## config.mk

```make
export PLATFORM = sky130hd
export DESIGN_NAME = axil_wr_master
export DESIGN_NICKNAME = d
export VERILOG_FILES = /design/src/rtl/axil_wr_master.sv
export SDC_FILE = /design/constraint.sdc
export NUM_CORES = 1
export LEC_CHECK = 0
export ABC_AREA = 1
export CAP_MARGIN = 30
export CORE_MARGIN = 2
export CORE_UTILIZATION = 43
export DETAILED_ROUTE_END_ITERATION = 16
export GPL_TIMING_DRIVEN = 0
export HOLD_SLACK_MARGIN = 0.06
export PLACE_DENSITY = 0.8
export SYNTH_ARGS = -nofsm -noshare
export SYNTH_HDL_FRONTEND = slang
export SYNTH_SLANG_ARGS = --single-unit
```

## constraint.sdc

```tcl
create_clock -name CLK -period 2 [get_ports CLK]
set_input_delay 0.4 -clock CLK [delete_from_list [all_inputs] [get_ports CLK]]
set_output_delay 0.4 -clock CLK [all_outputs]
set_load 0.05 [all_outputs]
```

## src/rtl/axil_wr_master.sv

```systemverilog
// AXI4-Lite write-channel master: turns a single-cycle write request into AW/W/B
// handshakes and returns the response, with an optional response timeout.
module axil_wr_master #(
    parameter int ADDR_WIDTH = 6,
    parameter int DATA_WIDTH = 32,
    parameter int TIMEOUT    = 64
) (
    input  logic                    CLK,
    input  logic                    RSTn,
    input  logic                    req_valid,
    output logic                    req_ready,
    input  logic [ADDR_WIDTH-1:0]   req_addr,
    input  logic [DATA_WIDTH-1:0]   req_data,
    input  logic [DATA_WIDTH/8-1:0] req_strb,
    output logic                    done,
    output logic [1:0]              resp,
    output logic                    timeout_err,
    output logic                    AWVALID,
    output logic [ADDR_WIDTH-1:0]   AWADDR,
    input  logic                    AWREADY,
    output logic                    WVALID,
    output logic [DATA_WIDTH-1:0]   WDATA,
    output logic [DATA_WIDTH/8-1:0] WSTRB,
    input  logic                    WREADY,
    output logic                    BREADY,
    input  logic                    BVALID,
    input  logic [1:0]              BRESP
);

    localparam int               STRB_W      = DATA_WIDTH / 8;
    localparam int               CNT_W       = (TIMEOUT > 0) ? $clog2(TIMEOUT + 1) : 1;
    localparam logic [CNT_W-1:0] CNT_LIMIT   = CNT_W'(TIMEOUT);
    localparam logic [1:0]       RESP_SLVERR = 2'b10;

    typedef enum logic [1:0] {
        S_IDLE,
        S_SEND,
        S_WAIT_RESP
    } state_t;

    state_t                  r_state;
    logic                    r_req_ready;
    logic                    r_awvalid;
    logic                    r_wvalid;
    logic                    r_bready;
    logic                    r_done;
    logic                    r_timeout_err;
    logic [1:0]              r_resp;
    logic [ADDR_WIDTH-1:0]   r_awaddr;
    logic [DATA_WIDTH-1:0]   r_wdata;
    logic [STRB_W-1:0]       r_wstrb;
    logic [CNT_W-1:0]        r_cnt;

    state_t                  w_state_nxt;
    logic                    w_awvalid_nxt;
    logic                    w_wvalid_nxt;
    logic                    w_bready_nxt;
    logic                    w_done_nxt;
    logic                    w_timeout_err_nxt;
    logic [1:0]              w_resp_nxt;
    logic [ADDR_WIDTH-1:0]   w_awaddr_nxt;
    logic [DATA_WIDTH-1:0]   w_wdata_nxt;
    logic [STRB_W-1:0]       w_wstrb_nxt;
    logic [CNT_W-1:0]        w_cnt_nxt;
    logic [CNT_W-1:0]        w_cnt_inc;
    logic                    w_timeout;
    logic                    w_b_hs;
    logic                    w_aw_done;
    logic                    w_w_done;

    function automatic logic [CNT_W-1:0] sat_inc(input logic [CNT_W-1:0] v);
        return (v == {CNT_W{1'b1}}) ? v : v + CNT_W'(1);
    endfunction

    // The timeout fires on the edge where the incremented count reaches the limit.
    assign w_cnt_inc = sat_inc(r_cnt);
    assign w_timeout = (TIMEOUT > 0) && (w_cnt_inc == CNT_LIMIT);
    assign w_b_hs    = (r_state == S_WAIT_RESP) && r_bready && BVALID;
    assign w_aw_done = !r_awvalid || AWREADY;
    assign w_w_done  = !r_wvalid || WREADY;

    always_comb begin
        w_state_nxt       = r_state;
        w_awvalid_nxt     = r_awvalid;
        w_wvalid_nxt      = r_wvalid;
        w_bready_nxt      = r_bready;
        w_done_nxt        = 1'b0;
        w_timeout_err_nxt = 1'b0;
        w_resp_nxt        = r_resp;
        w_awaddr_nxt      = r_awaddr;
        w_wdata_nxt       = r_wdata;
        w_wstrb_nxt       = r_wstrb;
        w_cnt_nxt         = r_cnt;

        case (r_state)
            S_IDLE: begin
                if (req_valid && r_req_ready) begin
                    w_awaddr_nxt  = req_addr;
                    w_wdata_nxt   = req_data;
                    w_wstrb_nxt   = req_strb;
                    w_awvalid_nxt = 1'b1;
                    w_wvalid_nxt  = 1'b1;
                    w_cnt_nxt     = '0;
                    w_state_nxt   = S_SEND;
                end
            end
            S_SEND: begin
                w_cnt_nxt = w_cnt_inc;
                if (w_timeout) begin
                    w_awvalid_nxt     = 1'b0;
                    w_wvalid_nxt      = 1'b0;
                    w_bready_nxt      = 1'b0;
                    w_done_nxt        = 1'b1;
                    w_timeout_err_nxt = 1'b1;
                    w_resp_nxt        = RESP_SLVERR;
                    w_state_nxt       = S_IDLE;
                end else begin
                    // AW and W retire independently; each valid drops after its own handshake.
                    if (AWREADY) begin
                        w_awvalid_nxt = 1'b0;
                    end
                    if (WREADY) begin
                        w_wvalid_nxt = 1'b0;
                    end
                    if (w_aw_done && w_w_done) begin
                        w_bready_nxt = 1'b1;
                        w_state_nxt  = S_WAIT_RESP;
                    end
                end
            end
            S_WAIT_RESP: begin
                w_cnt_nxt = w_cnt_inc;
                // A response arriving on the timeout edge takes priority over the timeout.
                if (w_b_hs) begin
                    w_resp_nxt   = BRESP;
                    w_done_nxt   = 1'b1;
                    w_bready_nxt = 1'b0;
                    w_state_nxt  = S_IDLE;
                end else if (w_timeout) begin
                    w_awvalid_nxt     = 1'b0;
                    w_wvalid_nxt      = 1'b0;
                    w_bready_nxt      = 1'b0;
                    w_done_nxt        = 1'b1;
                    w_timeout_err_nxt = 1'b1;
                    w_resp_nxt        = RESP_SLVERR;
                    w_state_nxt       = S_IDLE;
                end
            end
            default: begin
                w_state_nxt = S_IDLE;
            end
        endcase
    end

    always_ff @(posedge CLK) begin
        if (!RSTn) begin
            r_state       <= S_IDLE;
            r_req_ready   <= 1'b1;
            r_awvalid     <= 1'b0;
            r_wvalid      <= 1'b0;
            r_bready      <= 1'b0;
            r_done        <= 1'b0;
            r_timeout_err <= 1'b0;
            r_resp        <= 2'b00;
            r_awaddr      <= '0;
            r_wdata       <= '0;
            r_wstrb       <= '0;
            r_cnt         <= '0;
        end else begin
            r_state       <= w_state_nxt;
            r_req_ready   <= (w_state_nxt == S_IDLE);
            r_awvalid     <= w_awvalid_nxt;
            r_wvalid      <= w_wvalid_nxt;
            r_bready      <= w_bready_nxt;
            r_done        <= w_done_nxt;
            r_timeout_err <= w_timeout_err_nxt;
            r_resp        <= w_resp_nxt;
            r_awaddr      <= w_awaddr_nxt;
            r_wdata       <= w_wdata_nxt;
            r_wstrb       <= w_wstrb_nxt;
            r_cnt         <= w_cnt_nxt;
        end
    end

    assign req_ready   = r_req_ready;
    assign done        = r_done;
    assign resp        = r_resp;
    assign timeout_err = r_timeout_err;
    assign AWVALID     = r_awvalid;
    assign AWADDR      = r_awaddr;
    assign WVALID      = r_wvalid;
    assign WDATA       = r_wdata;
    assign WSTRB       = r_wstrb;
    assign BREADY      = r_bready;

endmodule

```

* Word level (Yosys, flattened, before mapping)
Cells that the tools add are included.
Storage, ports and cells: bits in read-only memories 0, output and inout bits 50, latch bits 0, memory bits (writable) 0, memories 0, bits of input ports 50, word-level logic and storage cells 73, register bits 59
Operators by class: multipliers 0, divide/modulo/power cells 0, equal/unequal tests 11, add/subtract/negate cells 1, multiplexer cells 30, bitwise logic cells 0, reduce and logical (&&, ||, !) cells 19, magnitude comparators 0, shift-type cells 0
Operators with widths (count):
- 7-bit equality test (second input constant) | 2
- 2-bit 2-to-1 mux | 7
- 7-bit 2-to-1 mux | 2
- 7-bit case mux with 2 select lines | 1
- 1-bit 2-to-1 mux | 13
- 3-bit != test (second input constant) | 4
- 5-bit AND reduction | 2
- 7-bit by 1-bit adder with 7-bit output (second input constant) | 1
- 2-bit != test (second input constant) | 3
- 1-bit case mux with 2 select lines | 3
- 1-bit case mux with 3 select lines | 2
- 2-bit case mux with 3 select lines | 1
- 1-bit logical AND | 4
- 2-bit zero test | 2
- 2-bit case mux with 2 select lines | 1
- 2-bit AND reduction | 2
- 2-bit nonzero test | 2
- 3-bit AND reduction | 1
- 3-bit nonzero test | 1
- 2-bit by 1-bit equality test with 1-bit output (second input constant) | 1
- 2-bit equality test (second input constant) | 1
- 1-bit zero test | 2
- 1-bit logical OR | 2
- 2-bit OR reduction | 1

* Logic depth before layout (Yosys ltp)
Gate-level depths: netlist of the first run.
depth after elaboration 7, depth in mapped cells 15, depth with buffers taken out 14

* Least setup slack after synthesis of the first run
No wires, ideal clock.
kind reg2reg, start point reg r_cnt[0], end point reg r_req_ready, in the netlist req_ready, cell stages (with the launch flop) 16, data arrival time 1.593 ns, slack 0.298 ns, path buffers 1, path through dfxtp_1 ha_1 nand2_2 nor2_4 nand2_2 nand2_1 nand2_1 nand2_1 nor2_1 nand2_2 buf_6 nand3_2 nand3b_1 nand2_1 nand2_1 inv_1
Between the ends: longest elaborated chain between the ends 7
RTL lines:
- from (decl) | line 52 | logic [CNT_W-1:0] r_cnt;
- from (signal assigned) | line 181 | r_cnt <= w_cnt_nxt;
- 7-bit by 1-bit adder with 7-bit output / 7-bit equality test (equally long branches) | line 72 | return (v == {CNT_W{1'b1}}) ? v : v + CNT_W'(1);
- 7-bit 2-to-1 mux (*) | line 72
- 7-bit equality test (*) | line 77 | assign w_timeout = (TIMEOUT > 0) && (w_cnt_inc == CNT_LIMIT);
- 2-bit 2-to-1 mux | line 139 | end else if (w_timeout) begin
- 2-bit 2-to-1 mux | line 134 | if (w_b_hs) begin
- 2-bit case mux with 3 select lines (*) | line 95 | case (r_state)
- 2-bit zero test (*) | line 171 | r_req_ready <= (w_state_nxt == S_IDLE);
- to (signal assigned) | line 171
- to (decl) | line 42 | logic r_req_ready;
Mark *: on every way between the ends. The rest lies on a longest branch, timed or not. A chain may end at the register's enable or synchronous reset.

* Worst setup path after layout of the first run
start point reg r_awaddr[0], in the netlist AWADDR[0], end point out AWADDR[0]
RTL lines:
- from (decl) | line 49 | logic [ADDR_WIDTH-1:0] r_awaddr;
- from (signal assigned) | line 178 | r_awaddr <= w_awaddr_nxt;
- to (decl) | line 19 | output logic [ADDR_WIDTH-1:0] AWADDR,
No word-level cell between the ends.

==> results.json, run 1 <==
{
  "synth_largest_area_cell": "dfxtp_1",
  "synth_compound_area_share_pct": 12.4,
  "crit_path_start_kind": "flip-flop",
  "ys_ff_latch": 59,
  "ys_seq_area_share_pct": 47.1,
  "track_usage_pct": 22.4,
  "drtIter0Drc": 137,
  "multi_input_area_um2": 1180,
  "finalCriticalPeriod_ns": 1.92,
  "finish.utilization_pct": 67.9,
  "dr.pass1.iters": 6,
  "cts.reportedPaths.clkPinSlew_ns": 0.07,
  "hold_class": "reg -> reg",
  "switchingPower_mw": 2.15,
  "cp_slowest_stage_delay_ns": 0.83,
  "fmax_ghz": 0.520,
  "critPathSlowestCell": "clkdlybuf4s50_1",
  "ant_nets": 0,
  "post-route-period-util_pct": 96.1,
  "finalMaxSlewViolations": 0,
  "vias_per_cell": 5.01,
  "worstPathRequired_ns": 1.60,
  "regToRegSetupSlack_ns": 0.16,
  "syn_nets": 397,
  "drv_cap": 0,
  "clock_skew_ns": 0.00838,
  "cts_sinks": 59,
  "gp_congestion": 0.829,
  "placed_cells": 513,
  "tightest_slew_ns": 0.534,
  "slew_headroom_pct": 64.3,
  "rr_worst_depth": 15,
  "power_mw": 4.88,
  "synth_top_area_share_pct": 47.1,
  "holdPathEnd": "WDATA[12]$_SDFFE_PN0P_",
  "syn_area_um2": 2510,
  "ys_warn_count": 0,
  "synthXorXnorAreaFrac_pct": 0.349,
  "power.share.sequential_pct": 31.9,
  "routedWlPerCell_um": 12.9,
  "grt_pass1_vias": 2580,
  "critPathBufInv": 1,
  "diodes": 0,
  "vdd_drop_max_mv": 0.774,
  "pwr-share-clk_pct": 21.0,
  "hold_start": "WDATA[12]$_SDFFE_PN0P_",
  "pre_cts_slack_ns": -0.151,
  "grt_max_degree": 11,
  "design_area_um2": 3790,
  "setup_ws_ns": 0.0772,
  "setup_viol": 0,
  "crit_path_end_kind": "output pin",
  "dieArea_um2": 6460,
  "vias": 2638,
  "regToRegEndpoint": "req_ready$_SDFF_PN1_",
  "antenna_found_initial": 0,
  "min_path_cells": 2,
  "numCtsBuffers": 9,
  "rsz0062_at_grt": "false",
  "cp.arrival_ns": 1.52,
  "drive_gt1_share_pct": 6.59,
  "die_x_um": 80.3,
  "comb_power_share_pct": 47.2,
  "coreArea_um2": 5570,
  "clk-insertion-delay-late_ns": 0.34,
  "synth_cell_types": 24,
  "post-dp-hpwl_um": 4890,
  "internal_power_mw": 2.73,
  "placementRows": 27,
  "worstPathCellList": "clkdlybuf4s50_1",
  "r2r_start": "r_cnt[1]$_SDFFE_PN0P_",
  "yosys.area_share.simple_pct": 30.8,
  "cts_root_buf": "clkbuf_8",
  "start_util_pct": 45.0,
  "synthTopCellsByArea": "dfxtp_1 (47%), nand2_1 (13%), nand3_1 (12%)",
  "worstSetupPathType": "reg -> out",
  "portBuffers": 99,
  "leakage_nw": 1.45,
  "cts_tree": "built",
  "critical_path.top_delay_family": "buffers and inverters",
  "synth_mux_area_share_pct": 0,
  "cp_max_fo": 2,
  "power.density_nw_per_um2": 1290,
  "swShare_pct": 44.1,
  "drt_wl_total_um": 6820,
  "grt_pass1_wl_um": 11300,
  "final_nets": 506,
  "avgSynthCellArea_um2": 7.33,
  "h-tree-depth": 3,
  "hold_viol_final": 0,
  "final_cells": 527,
  "die_height_um": 80.3,
  "synth_fa_ha_area_share_pct": 2.50,
  "area_growth_pct": 51.1,
  "nFillCells": 496,
  "cts_buffer_depth": 2,
  "grt.overflow.total": 0,
  "seq_area_um2": 1190,
  "cts_setup_buffers": 0,
  "whs_ns": 0.460,
  "place_area_um2": 3590,
  "timing.setup.tns_ns": 0,
  "io_pins": 100,
  "netlist_instances": 342,
  "synth_top_family_by_area": "simple AND/OR/NAND/NOR gates",
  "status": "complete, no violations",
  "drc_errors": 0
}
==> synth_stat cells, drive strengths merged <==
library cell / count
inv: 22
nor3: 3
nand2: 89
nand4: 3
a21oi: 57
a22o: 1
dfxtp: 59
nor2: 15
nor3b: 1
a22oi: 1
o21ai: 2
ha: 5
clkbuf: 18
nand3: 60
buf: 2
nand3b: 2
clkinv: 1
xnor2: 1
==> logic make-up (layout without fill, tap and decap cells) <==
logic type,Yosys count,in the layout
flops,59,59
fa+ha+maj,5,5
compound gates,61,61
xor+xnor,1,1
simple gates,173,173
buf+inv,43,156
==> cell type report <==
cell class,count,share of cell area (%)
multi-input cells,240,31.1
well taps,72,2.38
clock buffers,12,3.57
clock inverters,3,1.06
inverters,23,2.28
repair buffers,99,26.2
flip-flops and latches,59,31.3
plain buffers,19,2.15
==> worst max path at each step <==
stage | startpoint | end | slack [ns] | cells past startpoint
global route | r_cnt[1]$_SDFFE_PN0P_ | req_ready$_SDFF_PN1_ | 0.01 | 15
finish | AWADDR[0]$_SDFFE_PN0P_ | AWADDR[0] | 0.08 | 1
CTS | r_state[1]$_SDFF_PN0_ | AWVALID$_SDFFE_PN0P_ | 0.03 | 11
detailed placement | req_valid | AWADDR[2]$_SDFFE_PN0P_ | -0.15 | 7
global placement | req_valid | WSTRB[1]$_SDFFE_PN0P_ | -0.13 | 7
floorplan | r_cnt[0]$_SDFFE_PN0P_ | req_ready$_SDFF_PN1_ | 0.30 | 15
==> power groups by stage <==
stage          sequential [mW]  combinational (mW)  clock, mW
2_1_floorplan             2.26               0.836          0
6_report                  1.55                2.30       1.02
3_3_place_gp              1.56                2.25          0
5_1_grt                   1.58                2.49       1.09
4_1_cts                   1.55                2.30       1.03
3_5_place_dp              1.57                2.27          0
==> flip-flops by register name (all words and copies together) (netlist names) <==
signal	flops
WDATA	32
r_cnt	7
AWADDR	6
WSTRB	4
r_state	2
resp	2
AWVALID	1
BREADY	1
WVALID	1
done	1
req_ready	1
timeout_err	1
==> layout by cell type, fill, tap and decap left out, types with 2 or more instances in the layout <==
cell type        Yosys  routed
a21oi_1             57      56
nand2_1             85      84
inv_1               20      20
o21ai_0              2       2
clkbuf_8             0       9
ha_1                 5       4
clkbuf_1            18      19
dfxtp_1             59      57
nand3b_1             2       2
clkdlybuf4s50_1      0      99
nand2_2              4       5
nand3_1             59      59
nor3_1               3       3
nor2_1              13      12
nand4_1              3       3
inv_2                2       2
clkinv_2             0       2
nor2_2               1       2
==> metal layers <==
| layer | vias up | track usage, % | part of all wire, % |
|---|---|---|---|
| met1 | 1195 | 25.9 | 42 |
| met3 | 8 | 9.89 | 9.0 |
| met2 | 88 | 36.6 | 47 |
| met4 | 0 | 8.14 | 1.4 |
| li1 | 1347 | - | - |
| met5 | - | 0 | 0 |
==> timing repair <==
item	4_1_cts	5_1_grt
gates resized for setup	2	8
hold buffers	0	0
endpoints found under the setup margin	9	53
(Power assumes the default switching activity.)
==> run 2, diff against run 1 <==
--- a/config.mk
+++ b/config.mk
@@ -5,14 +5,16 @@
 export SDC_FILE = /design/constraint.sdc
 export NUM_CORES = 1
 export LEC_CHECK = 0
-export ABC_AREA = 1
 export CAP_MARGIN = 30
+export CELL_PAD_IN_SITES_DETAIL_PLACEMENT = 0
+export CELL_PAD_IN_SITES_GLOBAL_PLACEMENT = 1
 export CORE_MARGIN = 2
-export CORE_UTILIZATION = 43
+export CORE_UTILIZATION = 30
 export DETAILED_ROUTE_END_ITERATION = 16
 export GPL_TIMING_DRIVEN = 0
 export HOLD_SLACK_MARGIN = 0.06
-export PLACE_DENSITY = 0.8
+export PLACE_DENSITY_LB_ADDON = 0.1
 export SYNTH_ARGS = -nofsm -noshare
 export SYNTH_HDL_FRONTEND = slang
 export SYNTH_SLANG_ARGS = --single-unit
+export TNS_END_PERCENT = 20
==> results.json, run 2 <==
{
  "cp.arrival_ns": 1.54,
  "ant_nets": 0,
  "cp_slowest_stage_delay_ns": 0.82,
  "leakage_nw": 1.51,
  "cts_buffer_depth": 2,
  "syn_nets": 368,
  "setup_ws_ns": 0.0611,
  "portBuffers": 99,
  "final_common_cell": "clkdlybuf4s50_1",
  "cts_sinks": 59,
  "setup_viol": 0,
  "post-dp-hpwl_um": 5070,
  "vias": 2561,
  "rr_worst_depth": 8,
  "design_area_um2": 4010,
  "power.share.sequential_pct": 29.6,
  "clk-insertion-delay-late_ns": 0.33,
  "track_usage_pct": 16.1,
  "finish.utilization_pct": 49.0,
  "grt_max_degree": 11,
  "switchingPower_mw": 2.10,
  "hold_class": "reg -> reg",
  "critPathBufInv": 1,
  "io_pins": 100,
  "ys_warn_count": 0,
  "crit_path_start_kind": "flip-flop",
  "syn_area_um2": 2520,
  "numCtsBuffers": 9,
  "h-tree-depth": 3,
  "drv_cap": 0,
  "regToRegEndpoint": "AWVALID$_SDFFE_PN0P_",
  "die_height_um": 95.7,
  "drive_gt1_share_pct": 11.1,
  "nFillCells": 785,
  "vdd_drop_max_mv": 0.705,
  "synthTopCellsByArea": "dfxtp_1 (47%), nand2_1 (14%), a21oi_1 (9.9%)",
  "hold_viol_final": 0,
  "grt_pass1_vias": 2394,
  "grt_pass1_wl_um": 11400,
  "coreArea_um2": 8180,
  "ys_ff_latch": 59,
  "synth_largest_area_cell": "dfxtp_1",
  "power.density_nw_per_um2": 1300,
  "netlist_instances": 313,
  "synth_ff_type": "dfxtp_1",
  "finalCriticalPeriod_ns": 1.94,
  "final_cells": 537,
  "cp_max_fo": 4,
  "antenna_found_initial": 0,
  "dr.pass1.iters": 4,
  "dieArea_um2": 9160,
  "avgSynthCellArea_um2": 8.06,
  "slew_headroom_pct": 61.9,
  "cts_root_buf": "clkbuf_8",
  "crit_path_end_kind": "output pin",
  "synth_top_area_share_pct": 46.8,
  "synth.most_common_cell": "nand2_1",
  "vias_per_cell": 4.77,
  "cts_hold_buf": 0,
  "critPathSlowestCell": "clkdlybuf4s50_1",
  "regToRegSetupSlack_ns": 0.10,
  "post-route-period-util_pct": 96.9,
  "timing.setup.tns_ns": 0,
  "internal_power_mw": 3.10,
  "area_growth_pct": 58.8,
  "placementRows": 33,
  "path_depth": 1,
  "largest_reg_flops": 32,
  "drt_wl_total_um": 7220,
  "critical_path.top_delay_family": "buffers and inverters",
  "synth_cell_types": 42,
  "mostFrequentLayoutCells": "clkdlybuf4s50_1 (97), nand2_1 (91), dfxtp_1 (56)",
  "drtIter0Drc": 92,
  "swShare_pct": 40.4,
  "tightest_slew_ns": 0.572,
  "worstPathRequired_ns": 1.60,
  "comb_power_share_pct": 44.7,
  "gp_congestion": 0.773,
  "routedWlPerCell_um": 13.4,
  "synth_edf_count": 0,
  "r2r_start": "r_state[0]$_SDFF_PN0_",
  "cts.reportedPaths.clkPinSlew_ns": 0.07,
  "pre_cts_slack_ns": -0.276,
  "status": "complete, no violations",
  "finalMaxSlewViolations": 0,
  "clock_skew_ns": 0.00295,
  "placed_cells": 517,
  "final_nets": 482,
  "fmax_ghz": 0.516,
  "worstPathCellList": "clkdlybuf4s50_1",
  "ys_seq_area_share_pct": 46.8,
  "grt.overflow.total": 0,
  "endpoint": "WVALID",
  "power_mw": 5.20,
  "critPathLaunch": "WVALID$_SDFFE_PN0P_",
  "worstSetupPathType": "reg -> out",
  "place_area_um2": 3640,
  "whs_ns": 0.453,
  "async_flop_share_pct": 0,
  "synthTopCellsByCount": "nand2_1 (91), dfxtp_1 (59), a21oi_1 (50), clkbuf_1 (16)",
  "diodes": 0,
  "die_x_um": 95.7,
  "cts_tree": "built",
  "start_util_pct": 30.9,
  "drc_errors": 0,
  "pwr-share-clk_pct": 25.6
}
run 2: cell count changes after synthesis, sizes merged, moves of 3 or more:
cell,previous run,this run
o211ai,0,3
nor3,3,0
nor2,15,8
o31ai,0,3
nand3,60,5
o21ai,2,11
a32oi,0,3
a211oi,0,6
a21oi,57,50
nand2b,0,5
nor2b,0,4
inv,22,8
and3,0,7
run 2: cell type report:
type                       instances  area, µm²  share of cell area (%)
sequential                        59       1190                    29.6
tap                              105        131                    3.28
timing repair buffer             103       1030                    25.6
buffer                            20       93.8                    2.34
inverter                           8       30.0                   0.750
multi-input combinational        226       1290                    32.3
clock buffer                      11        141                    3.53
clock inverter                     5        100                    2.50
run 2: kinds of logic after synthesis:
group           synth area share, %
simple gates                   22.2
mux                           0.893
compound gates                 22.7
buf+inv                        4.86
fa+ha+maj                      2.48
flops                          46.8
run 2: power by group through the flow:
stage | Clock (mW) | Combinational (mW) | Sequential [mW]
after floorplan | 0 | 0.817 | 2.20
after global placement | 0 | 2.20 | 1.54
after detailed placement | 0 | 2.21 | 1.55
after CTS | 1.37 | 2.23 | 1.53
after global routing | 1.43 | 2.53 | 1.57
final | 1.33 | 2.33 | 1.54
run 2: worst min-delay path by stage:
stage | slack [ns] | startpoint | depth (start not counted) | to
floorplan | 0.50 | r_cnt[2]$_SDFFE_PN0P_ | 2 | r_cnt[2]$_SDFFE_PN0P_
global placement | 0.44 | WDATA[26]$_SDFFE_PN0P_ | 2 | WDATA[26]$_SDFFE_PN0P_
detailed placement | 0.45 | WDATA[1]$_SDFFE_PN0P_ | 2 | WDATA[1]$_SDFFE_PN0P_
CTS | 0.46 | WDATA[21]$_SDFFE_PN0P_ | 2 | WDATA[21]$_SDFFE_PN0P_
global route | 0.47 | WDATA[7]$_SDFFE_PN0P_ | 2 | WDATA[7]$_SDFFE_PN0P_
finish | 0.45 | WDATA[1]$_SDFFE_PN0P_ | 2 | WDATA[1]$_SDFFE_PN0P_
run 2: what timing repair did:
| action | 4_1_cts | 5_1_grt |
|---|---|---|
| setup endpoints to repair | 7 | 22 |
| gates resized for setup | 5 | 16 |
| pin swaps | 1 | 4 |
| setup buffers | 0 | 4 |
run 2: worst min-delay path, cell delays in order, from the launching register on:
cell	delay, ns
dfxtp_1	0.31
nand2_1	0.05
a21oi_1	0.05
run 2: metal layers:
layer / vias up / global-route usage (%) / wire length, µm
met5: - / 0 / 0
met4: 0 / 6.31 / 117
met3: 11 / 6.26 / 596
met2: 86 / 24.7 / 3240
met1: 1160 / 20.4 / 3270
li1: 1304 / - / -
